==> src/rtl/irrig_pump_arbiter_pkg.sv <==
// irrig_pkg: shared types for the irrigation pump arbiter.
// Zone count, zone index type, FSM state enum and small helpers.
package irrig_pkg;

  localparam int NZONES = 4;

  typedef logic [1:0] zone_t;

  typedef enum logic [2:0] {
    IDLE  = 3'd0,
    OPEN  = 3'd1,
    RUN   = 3'd2,
    DRAIN = 3'd3,
    FAULT = 3'd4
  } irrig_state_t;

  function automatic int max2(int a, int b);
    return (a > b) ? a : b;
  endfunction

  function automatic logic [NZONES-1:0] zone_onehot(zone_t z);
    return {{(NZONES-1){1'b0}}, 1'b1} << z;
  endfunction

endpackage

==> src/rtl/irrig_pump_arbiter_if.sv <==
// irrig_pump_arbiter_if: zone requests / pump and valve controls.
// master: Rdy, Req, Fault out; slave (arbiter): Pump, Valve, Gnt, Busy, Done out.
interface irrig_pump_arbiter_if;
  import irrig_pkg::*;

  logic              Rdy;
  logic [NZONES-1:0] Req;
  logic              Fault;
  logic              Pump;
  logic [NZONES-1:0] Valve;
  zone_t             Gnt;
  logic              Busy;
  logic              Done;

  modport master (
    output Rdy, Req, Fault,
    input  Pump, Valve, Gnt, Busy, Done
  );

  modport slave (
    input  Rdy, Req, Fault,
    output Pump, Valve, Gnt, Busy, Done
  );

endinterface

==> src/rtl/irrig_pump_arbiter_rr_pick.sv <==
// irrig_rr_pick: rotating priority encoder over the zone requests.
// in: req, ptr (highest-priority zone); out: gnt_idx, valid.
module irrig_rr_pick
  import irrig_pkg::*;
(
  input  logic [NZONES-1:0] req,
  input  zone_t             ptr,
  output zone_t             gnt_idx,
  output logic              valid
);

  zone_t cand;

  // Walk offsets from farthest to nearest so the nearest
  // set request (starting at ptr) is the last one to win.
  always_comb begin
    gnt_idx = ptr;
    valid   = 1'b0;
    cand    = ptr;
    for (int i = NZONES - 1; i >= 0; i--) begin
      cand = ptr + zone_t'(i);
      if (req[cand]) begin
        gnt_idx = cand;
        valid   = 1'b1;
      end
    end
  end

endmodule

==> src/rtl/irrig_pump_arbiter.sv <==
// irrig_pump_arbiter: round-robin pump sharing, open/run/drain sequencing.
// in: Ck, Clr (async, high), bus.slave (Rdy, Req, Fault -> Pump, Valve, Gnt, Busy, Done).
module irrig_pump_arbiter
  import irrig_pkg::*;
#(
  parameter int T_OPEN  = 4,
  parameter int T_RUN   = 16,
  parameter int T_MIN   = 4,
  parameter int T_DRAIN = 2
) (
  input  logic Ck,
  input  logic Clr,
  irrig_pump_arbiter_if.slave bus
);

  localparam int TMAX = max2(max2(T_OPEN, T_RUN),
                             max2(T_MIN, T_DRAIN));
  localparam int CW   = $clog2(TMAX) + 1;

  localparam logic [2:0] S_IDLE  = IDLE;
  localparam logic [2:0] S_OPEN  = OPEN;
  localparam logic [2:0] S_RUN   = RUN;
  localparam logic [2:0] S_DRAIN = DRAIN;
  localparam logic [2:0] S_FAULT = FAULT;

  if (T_OPEN < 1) begin : g_bad_open
    $error("T_OPEN must be at least 1");
  end
  if (T_RUN < 1) begin : g_bad_run
    $error("T_RUN must be at least 1");
  end
  if (T_MIN < 1 || T_MIN > T_RUN) begin : g_bad_min
    $error("T_MIN must be in 1..T_RUN");
  end
  if (T_DRAIN < 1) begin : g_bad_drain
    $error("T_DRAIN must be at least 1");
  end

  logic [2:0]        state;
  logic [2:0]        nstate;
  logic [CW-1:0]     cnt;
  zone_t             ptr;
  zone_t             gnt;
  zone_t             gnt_nxt;
  zone_t             pick_idx;
  logic              pick_vld;
  logic              pump_q;
  logic [NZONES-1:0] valve_q;
  logic              busy_q;
  logic              done_q;

  logic open_end;
  logic run_end;
  logic run_rel;
  logic drain_end;
  logic grant;
  logic done_nxt;
  logic active_nxt;
  logic cnt_hold;

  irrig_rr_pick u_pick (
    .req     (bus.Req),
    .ptr     (ptr),
    .gnt_idx (pick_idx),
    .valid   (pick_vld)
  );

  assign open_end  = (cnt == CW'(T_OPEN - 1));
  assign run_end   = (cnt == CW'(T_RUN - 1));
  assign drain_end = (cnt == CW'(T_DRAIN - 1));

  // Zone satisfied: release early once the minimum run is met.
  assign run_rel = !bus.Req[gnt] && (cnt >= CW'(T_MIN - 1));

  // Fault outranks Rdy, which outranks the phase counters.
  always_comb begin
    nstate = state;
    if (bus.Fault) begin
      nstate = S_FAULT;
    end else begin
      unique case (state)
        S_IDLE: begin
          if (bus.Rdy && pick_vld) nstate = S_OPEN;
        end
        S_OPEN: begin
          if (!bus.Rdy)     nstate = S_DRAIN;
          else if (open_end) nstate = S_RUN;
        end
        S_RUN: begin
          if (!bus.Rdy || run_end || run_rel)
            nstate = S_DRAIN;
        end
        S_DRAIN: begin
          if (drain_end) nstate = S_IDLE;
        end
        S_FAULT: nstate = S_IDLE;
        default: nstate = S_IDLE;
      endcase
    end
  end

  assign grant    = (state == S_IDLE) && (nstate == S_OPEN);
  assign done_nxt = (state == S_DRAIN) && (nstate == S_IDLE);
  assign gnt_nxt  = grant ? pick_idx : gnt;

  assign active_nxt = (nstate == S_OPEN) ||
                      (nstate == S_RUN)  ||
                      (nstate == S_DRAIN);

  // IDLE and FAULT can last indefinitely; keep cnt parked at 0.
  assign cnt_hold = (nstate != state) ||
                    (nstate == S_IDLE) ||
                    (nstate == S_FAULT);

  always_ff @(posedge Ck or posedge Clr) begin
    if (Clr) begin
      state   <= S_IDLE;
      cnt     <= '0;
      ptr     <= '0;
      gnt     <= '0;
      pump_q  <= 1'b0;
      valve_q <= '0;
      busy_q  <= 1'b0;
      done_q  <= 1'b0;
    end else begin
      state   <= nstate;
      cnt     <= cnt_hold ? '0 : cnt + 1'b1;
      gnt     <= gnt_nxt;
      if (done_nxt) ptr <= gnt + 1'b1;
      // Outputs decode the state being entered so they are
      // registered yet line up with the state itself.
      pump_q  <= (nstate == S_RUN);
      valve_q <= active_nxt ? zone_onehot(gnt_nxt) : '0;
      busy_q  <= active_nxt;
      done_q  <= done_nxt;
    end
  end

  assign bus.Pump  = pump_q;
  assign bus.Valve = valve_q;
  assign bus.Gnt   = gnt;
  assign bus.Busy  = busy_q;
  assign bus.Done  = done_q;

endmodule

==> src/flat_wrapper.sv <==
// flat-port wrapper written by rule: the top's interface ports become plain ports
module irrig_pump_arbiter_flat import irrig_pkg::*;
#(
  parameter int T_OPEN  = 4,
  parameter int T_RUN   = 16,
  parameter int T_MIN   = 4,
  parameter int T_DRAIN = 2
)
  (Ck, Clr, bus_Rdy, bus_Req, bus_Fault, bus_Pump, bus_Valve, bus_Gnt, bus_Busy, bus_Done);
  irrig_pump_arbiter_if bus_i ();
  input  logic Ck;
  input  logic Clr;
  input wire logic [$bits(bus_i.Rdy)-1:0] bus_Rdy;
  input wire logic [$bits(bus_i.Req)-1:0] bus_Req;
  input wire logic [$bits(bus_i.Fault)-1:0] bus_Fault;
  output wire logic [$bits(bus_i.Pump)-1:0] bus_Pump;
  output wire logic [$bits(bus_i.Valve)-1:0] bus_Valve;
  output wire logic [$bits(bus_i.Gnt)-1:0] bus_Gnt;
  output wire logic [$bits(bus_i.Busy)-1:0] bus_Busy;
  output wire logic [$bits(bus_i.Done)-1:0] bus_Done;
  assign bus_i.Rdy = bus_Rdy;
  assign bus_i.Req = bus_Req;
  assign bus_i.Fault = bus_Fault;
  assign bus_Pump = bus_i.Pump;
  assign bus_Valve = bus_i.Valve;
  assign bus_Gnt = bus_i.Gnt;
  assign bus_Busy = bus_i.Busy;
  assign bus_Done = bus_i.Done;
  irrig_pump_arbiter #(.T_OPEN(T_OPEN), .T_RUN(T_RUN), .T_MIN(T_MIN), .T_DRAIN(T_DRAIN)) u_core (.Ck(Ck), .Clr(Clr), .bus(bus_i));
endmodule
==> config.mk <==
export PLATFORM = sky130hd
export DESIGN_NAME = irrig_pump_arbiter_flat
export DESIGN_NICKNAME = d
export VERILOG_FILES = /design/src/rtl/irrig_pump_arbiter_pkg.sv /design/src/rtl/irrig_pump_arbiter_if.sv /design/src/rtl/irrig_pump_arbiter_rr_pick.sv /design/src/rtl/irrig_pump_arbiter.sv /design/src/flat_wrapper.sv
export SDC_FILE = /design/constraint.sdc
export NUM_CORES = 1
export LEC_CHECK = 0
export CAP_MARGIN = 40
export CORE_MARGIN = 2
export CORE_UTILIZATION = 51
export DETAILED_ROUTE_END_ITERATION = 8
export GPL_TIMING_DRIVEN = 0
export PLACE_DENSITY_LB_ADDON = 0.1
export RECOVER_POWER = 100
export SYNTH_ARGS = -nofsm -noshare
export SYNTH_HDL_FRONTEND = slang
export SYNTH_SLANG_ARGS = --single-unit
==> constraint.sdc <==
create_clock -name Ck -period 2.56 [get_ports Ck]
set_input_delay 0.384 -clock Ck [delete_from_list [all_inputs] [get_ports Ck]]
set_output_delay 0.384 -clock Ck [all_outputs]
set_load 0.01 [all_outputs]
# Word level (Yosys, flattened, before mapping)
# Cells that the tools add are included.
[op_classes] add_sub_neg=5 n_mul=0 n_div=0 magnitude_cmp=6 n_eq_ne=11 shift=1 n_mux=28 bitwise_logic=0 reduce_logical=14
[ops] operator="$mux 3" n=6
[ops] operator="$lt 2x3->1 const B" n=5
[ops] operator="$eq 3x2->1 const B" n=4
[ops] operator="$pmux 3 s4" n=1
[ops] operator="$bmux 1 s2" n=5
[ops] operator="$mux 2" n=5
[ops] operator="$mux 1" n=9
[ops] operator="$eq 3x1->1 const B" n=2
[ops] operator="$logic_not 3->1" n=2
[ops] operator="$logic_or 1x1->1" n=6
[ops] operator="$add 5x1->5 const B" n=1
[ops] operator="$eq 5x1->1 const B" n=1
[ops] operator="$eq 5x2->1 const B" n=1
[ops] operator="$eq 5x4->1 const B" n=1
[ops] operator="$ge 5x2->1 const B" n=1
[ops] operator="$mux 5" n=1
[ops] operator="$add 2x1->2 const B" n=2
[ops] operator="$add 2x2->2 const B" n=2
[ops] operator="$logic_and 1x1->1" n=4
[ops] operator="$mux 4" n=1
[ops] operator="$shl 1x2->4 const A" n=1
[ops] operator="$eq 3x3->1 const B" n=1
[ops] operator="$ne 3x3->1" n=1
[ops] operator="$logic_not 1->1" n=2
[totals] regBits=19 latch_bits=0 ram_bits=0 mem_bits_ro=0 output_inout_bits=9 elab_cells=73 n_memories=0

# Depth between registers and ports, before layout
[depth] ltp_word=16 depth_mapped=6

# By module
# Synthesis repeated with hierarchy kept, for this count alone.
[hier_totals] hier_cells=97 area_unflattened_um2=1063.5
[modules_own_cells] module="irrig_pump_arbiter" instances=1 cells_each=81 area_per_inst_um2=963.4 seq_area_each_um2=475.5
[modules_own_cells] module="irrig_rr_pick" instances=1 cells_each=16 area_per_inst_um2=100.1 seq_area_each_um2=0.0

# Worst setup path before layout
# OpenSTA, ideal clock, no wires.
[synth_path] kind="register -> register" from="register u_core.cnt[0]" to="register u_core.cnt[0]" setup_ns=0.078 arrival_time_ns=1.743 required_time_ns=2.482 setup_slack_ns=0.740 path_stages_with_launch=6 cell_sequence="dfrtp_1 ha_1 and3_1 ha_1 or4_1 a21oi_1"
[synth_via] elab_chain_cells=10 word_cells_on_any_way=20 classes_between="add/sub: 1; order compare: 1; eq/ne: 5; mux: 7; reduce/logical: 6"
[synth_rtl] item="start, declared" line_no="irrig_pump_arbiter.sv:41" text="logic [CW-1:0] cnt;"
[synth_rtl] item="start signal, assigned" line_no="irrig_pump_arbiter.sv:127" text="cnt <= cnt_hold ? '0 : cnt + 1'b1;"
[synth_rtl] item="$ge 5x2->1 or $eq 5x4->1 (tied branches)" line_no="irrig_pump_arbiter.sv:73, irrig_pump_arbiter.sv:69"
[synth_rtl] item="$logic_and 1x1->1 or $logic_or 1x1->1 (tied branches)" line_no="irrig_pump_arbiter.sv:73, irrig_pump_arbiter.sv:90"
[synth_rtl] item="$logic_or 1x1->1" line_no="irrig_pump_arbiter.sv:90" text="if (!bus.Rdy || run_end || run_rel)"
[synth_rtl] item="$mux 3" line_no="irrig_pump_arbiter.sv:90"
[synth_rtl] item="$pmux 3 s4" line_no="irrig_pump_arbiter.sv:81" text="unique case (state)"
[synth_rtl] item="$mux 3" line_no="irrig_pump_arbiter.sv:78" text="if (bus.Fault) begin"
[synth_rtl] item="$ne 3x3->1 or $logic_not 3->1 (tied branches)" line_no="irrig_pump_arbiter.sv:111, irrig_pump_arbiter.sv:112"
[synth_rtl] item="$logic_or 1x1->1" line_no="irrig_pump_arbiter.sv:111" text="assign cnt_hold = (nstate != state) ||"
[synth_rtl] item="$logic_or 1x1->1" line_no="irrig_pump_arbiter.sv:112" text="(nstate == S_IDLE) ||"
[synth_rtl] item="$mux 5 *" line_no="irrig_pump_arbiter.sv:127"
# Mark *: on every way between the ends. The rest lies on a longest branch, timed or not.
# A chain may end at the register's enable or synchronous reset.

# Worst setup path in the final report
[layout_path] from="input bus_Rdy" to="register u_core.valve_q[2] (netlist: u_core.bus.Valve[2])"
[layout_via] elab_chain_cells=11 word_cells_on_any_way=18 classes_between="eq/ne: 3; shift: 1; mux: 7; reduce/logical: 7"
[layout_rtl] item="start, declared" line_no="flat_wrapper.sv:13" text="input wire logic [$bits(bus_i.Rdy)-1:0] bus_Rdy;"
[layout_rtl] item="$logic_not 1->1"
[layout_rtl] item="$logic_or 1x1->1 (2 in a row)" line_no="irrig_pump_arbiter.sv:90"
[layout_rtl] item="$mux 3" line_no="irrig_pump_arbiter.sv:90"
[layout_rtl] item="$pmux 3 s4 *" line_no="irrig_pump_arbiter.sv:81"
[layout_rtl] item="$mux 3 *" line_no="irrig_pump_arbiter.sv:78"
[layout_rtl] item="$eq 3x1->1 *" line_no="irrig_pump_arbiter.sv:102" text="assign grant = (state == S_IDLE) && (nstate == S_OPEN);"
[layout_rtl] item="$logic_and 1x1->1 *" line_no="irrig_pump_arbiter.sv:102"
[layout_rtl] item="$mux 2 *" line_no="irrig_pump_arbiter.sv:104" text="assign gnt_nxt = grant ? pick_idx : gnt;"
[layout_rtl] item="named net u_core.gnt_nxt[0]" line_no="irrig_pump_arbiter.sv:44" text="zone_t gnt_nxt;"
[layout_rtl] item="$shl 1x2->4 *" line_no="irrig_pump_arbiter_pkg.sv:22" text="return {{(NZONES-1){1'b0}}, 1'b1} << z;"
[layout_rtl] item="$mux 4 *" line_no="irrig_pump_arbiter.sv:133" text="valve_q <= active_nxt ? zone_onehot(gnt_nxt) : '0;"
[layout_rtl] item="end signal, assigned" line_no="irrig_pump_arbiter.sv:133"
[layout_rtl] item="end, declared" line_no="irrig_pump_arbiter.sv:48" text="logic [NZONES-1:0] valve_q;"
# The timed path passes the listed nets; every way through them passes the cells marked *.

==> results by group <==
Timing
  – Setup violations, final: 0
  – Achievable frequency: approximately 490 MHz
  – Worst setup skew after layout: 4.30 ps
  – Tmin final: 2030 ps
  – Setup repair after global routing missed its margin: no
  – Slew HR: 0.513
  – Slew Viols, Final: 0
  – Final-layout setup total negative slack: 0 ps
  – Ratio of final minimum period to clock period: 0.794
  – Smallest hold slack: 534 ps
  – Slew at the pin with the worst max-slew slack: 730 ps
  – Hold violation count in the final report: 0

Setup path
  – Startpoint-to-endpoint class of the critical path: in -> reg
  – Endpoint required time on the critical path: 2770 ps
  – Arrival time at the worst endpoint: 2240 ps
  – Category of the worst setup path launch point: input port
  – Endpoint type of the worst setup path: flip-flop
  – Critical path peak fanout: 4
  – Number of cells on the worst reg-to-reg path: 4

Drt
  – Routed wire length: a little over 2 mm
  – First drt pass iteration count: 4
  – Total vias in the final route: 842
  – Vias per inst: roughly 5.6
  – First-iteration detailed-routing DRC count: 9
  – Average detailed-routed wire length per instance: 13.8 um
  – Residual DRC: 0
  – Final antenna-violating net count: 0

Synth
  – Cell count after synthesis: 103
  – Post-synth top flop: dfrtp_1
  – Net count after synthesis: 114
  – Post-synthesis sequential element count: 19
  – Netlist Area Pre-Place: 1050 sq um
  – Number of enable flip-flop cells after synthesis: 0
  – Synthesized area per cell: ~10 sq um
  – Count of synthesis-stage warnings from yosys: 0
  – Sequential area share after synthesis: 0.452
  – Share of synthesized registers carrying an async set or reset: 1.00
  – Post-synthesis cell type with the largest combined area: dfrtp_1
  – Unique cell type count in the Yosys netlist: 40
  – Leading post-synthesis cells by cell area: dfrtp_1, a211oi_1, ha_1
  – Share of Yosys cell area claimed by the top area cell type: 0.452

Pwr
  – Lkg Pwr: 0.583 nW
  – Pwr Density: 458 nW/um^2
  – Peak ir drop on the vdd network: 0.310 mV

Global route
  – Number of global-route vias before repair: 770
  – Met1 layer usage reported by global route: 0.244
  – Largest net degree at the start of global routing: 20
  – Total Routing Usage GR: 0.184
  – Layer with the highest usage after global routing: met2
  – Met2 track utilization from global routing: 0.284
  – Antenna violations before repair: 0
  – Global-route wire length before repair: 3.48 mm
  – Global routing usage on met3: 0.0276
  – Overflow left after global routing: 0

Place
  – Number of port buffers: 16
  – Final weighted congestion of routability-driven global placement: 0.799
  – Detailed placer's ending HPWL: around 1.5 mm

Clock tree
  – Number of resized instances in the post-cts repair step: 0
  – # hold bufs at CTS: 0
  – Post-CTS Setup Bufs: 0
  – CTS root buf: clkbuf_4
  – Number of clock sinks seen by CTS: 19
  – Clock tree from TritonCTS: built
  – Number of buffers added by the clock tree synthesis step: 3
  – Clock edge transition at the registers on the reported setup and hold paths: 100 ps
  – H-tree levels: 1
  – Latest clock arrival within the worst-skew pair: 300 ps
  – Maximum clock path buffer count: 2

Finish
  – Number of nets in the final layout: 135
  – Layout Utilization: 0.649
  – Fill cell count: roughly 170
  – Number of antenna diodes: 0
  – Area Overhead vs Synth: 21.1%
  – Proportion of layout cells with a drive suffix above 1: 0.0976

Hold path
  – Tightest Hold Check Type: reg -> reg
  – Hold path cells: 1

Die
  – Width of the die: 49.4 um
  – I/O pin cnt: 17
  – Die area: between 2000 and 2500 sq um
  – Area of the core: just under 2000 sq um
  – Initial Utilization: 0.536
  – Die height: 49.4 um
  – Row count: 16

Outcome
  – Result of the run: finished clean

Flow run
  – Max Cap Viol: 0
[cells by family after synthesis]
family / synth area share
adder cells (fa/ha/maj): 0.0357
flip-flops: 0.452
XOR/XNOR: 0.0250
AND/OR/NAND/NOR: 0.210
buffers and inverters: 0.0464
AO/OA/AOI/OAI: 0.210
multiplexers: 0.0214
[synth_stat cells (2+ instances only)]
master	n
or3_1	2
dfrtp_1	19
and3_1	2
a21oi_1	7
xnor2_1	2
nor3_1	3
nor4b_1	2
clkbuf_1	2
ha_1	3
o21ai_0	4
or4_1	3
nand3_1	4
nand2_1	3
a211oi_1	6
nor2_1	6
nor2b_1	5
inv_1	7
[critical path: stages]
cell             delay, ps
clkdlybuf4s50_1        540
or4b_4                 490
o41ai_2                300
o41a_2                 230
inv_1                   70
a211oi_1               230
[path summary, 6_finish.rpt]
check / from / end / slack, ps
worst max-delay path: bus_Rdy / u_core.bus.Valve[2] / 530
worst min-delay path: u_core.cnt[0] / u_core.cnt[0] / 530
worst max register to register: u_core.cnt[2] / u_core.cnt[1] / 530
worst min register to register: u_core.cnt[0] / u_core.cnt[0] / 530
max in group asynchronous: Clr / u_core.bus.Gnt[0] / 1480
min in group asynchronous: Clr / u_core.cnt[2] / 630
[cells in the final DEF, fill, tap and decap left out, types with 2 or more instances in the layout]
master and count:
dfrtp_1 19, nor2_1 6, xnor2_1 2, inv_1 8
nand2_1 3, a211oi_1 6, nor4b_1 2, clkbuf_4 3
clkbuf_1 2, o21ai_0 4, or4_1 3, nor3_1 3
and3_1 2, clkdlybuf4s50_1 5, or3_1 2, nor2b_1 5
a21oi_1 7, dlygate4sd3_1 11, nand3_1 4, ha_1 3
[per-stage QoR]
stage               area [sq um]  instances  power (mW)  setup WS [ps]
detailed placement          1240        146       0.441            240
global route                1270        150       0.613            338
CTS                         1270        150       0.593            549
finish                      1270        150       0.583            528
floorplan                   1050        103       0.392            740
global placement            1240        146       0.439            214
[area by class of cell]
cell class	count	area, sq um	area share
plain buffers	3	18.8	0.0147
well taps	27	33.8	0.0265
clock inverters	1	5.00	0.00393
inverters	8	30.0	0.0236
clock buffers	3	22.5	0.0177
flip-flops and latches	19	475	0.374
repair buffers	16	160	0.126
multi-input cells	73	527	0.414
[state kept, by name, indices dropped and copies added, names as in the netlist]
name	flops
u_core.bus.Busy	1
u_core.bus.Done	1
u_core.bus.Gnt	2
u_core.bus.Pump	1
u_core.bus.Valve	4
u_core.cnt	5
u_core.ptr	2
u_core.state	3
[report_power, final]
| part | internal [mW] | total [mW] | leakage, nW | switching (mW) |
|---|---|---|---|---|
| logic | 0.0551 | 0.107 | 0.306 | 0.0521 |
| clock network | 0.0584 | 0.152 | 0.0177 | 0.0939 |
| registers | 0.310 | 0.324 | 0.259 | 0.0135 |
| total | 0.424 | 0.583 | 0.583 | 0.160 |
[metal layers]
layer	wire, um	part of all wire
met1	970	0.47
met3	103	0.050
met2	920	0.45
met5	0	0
met4	70	0.034
Power figures use the tool's default switching activity.
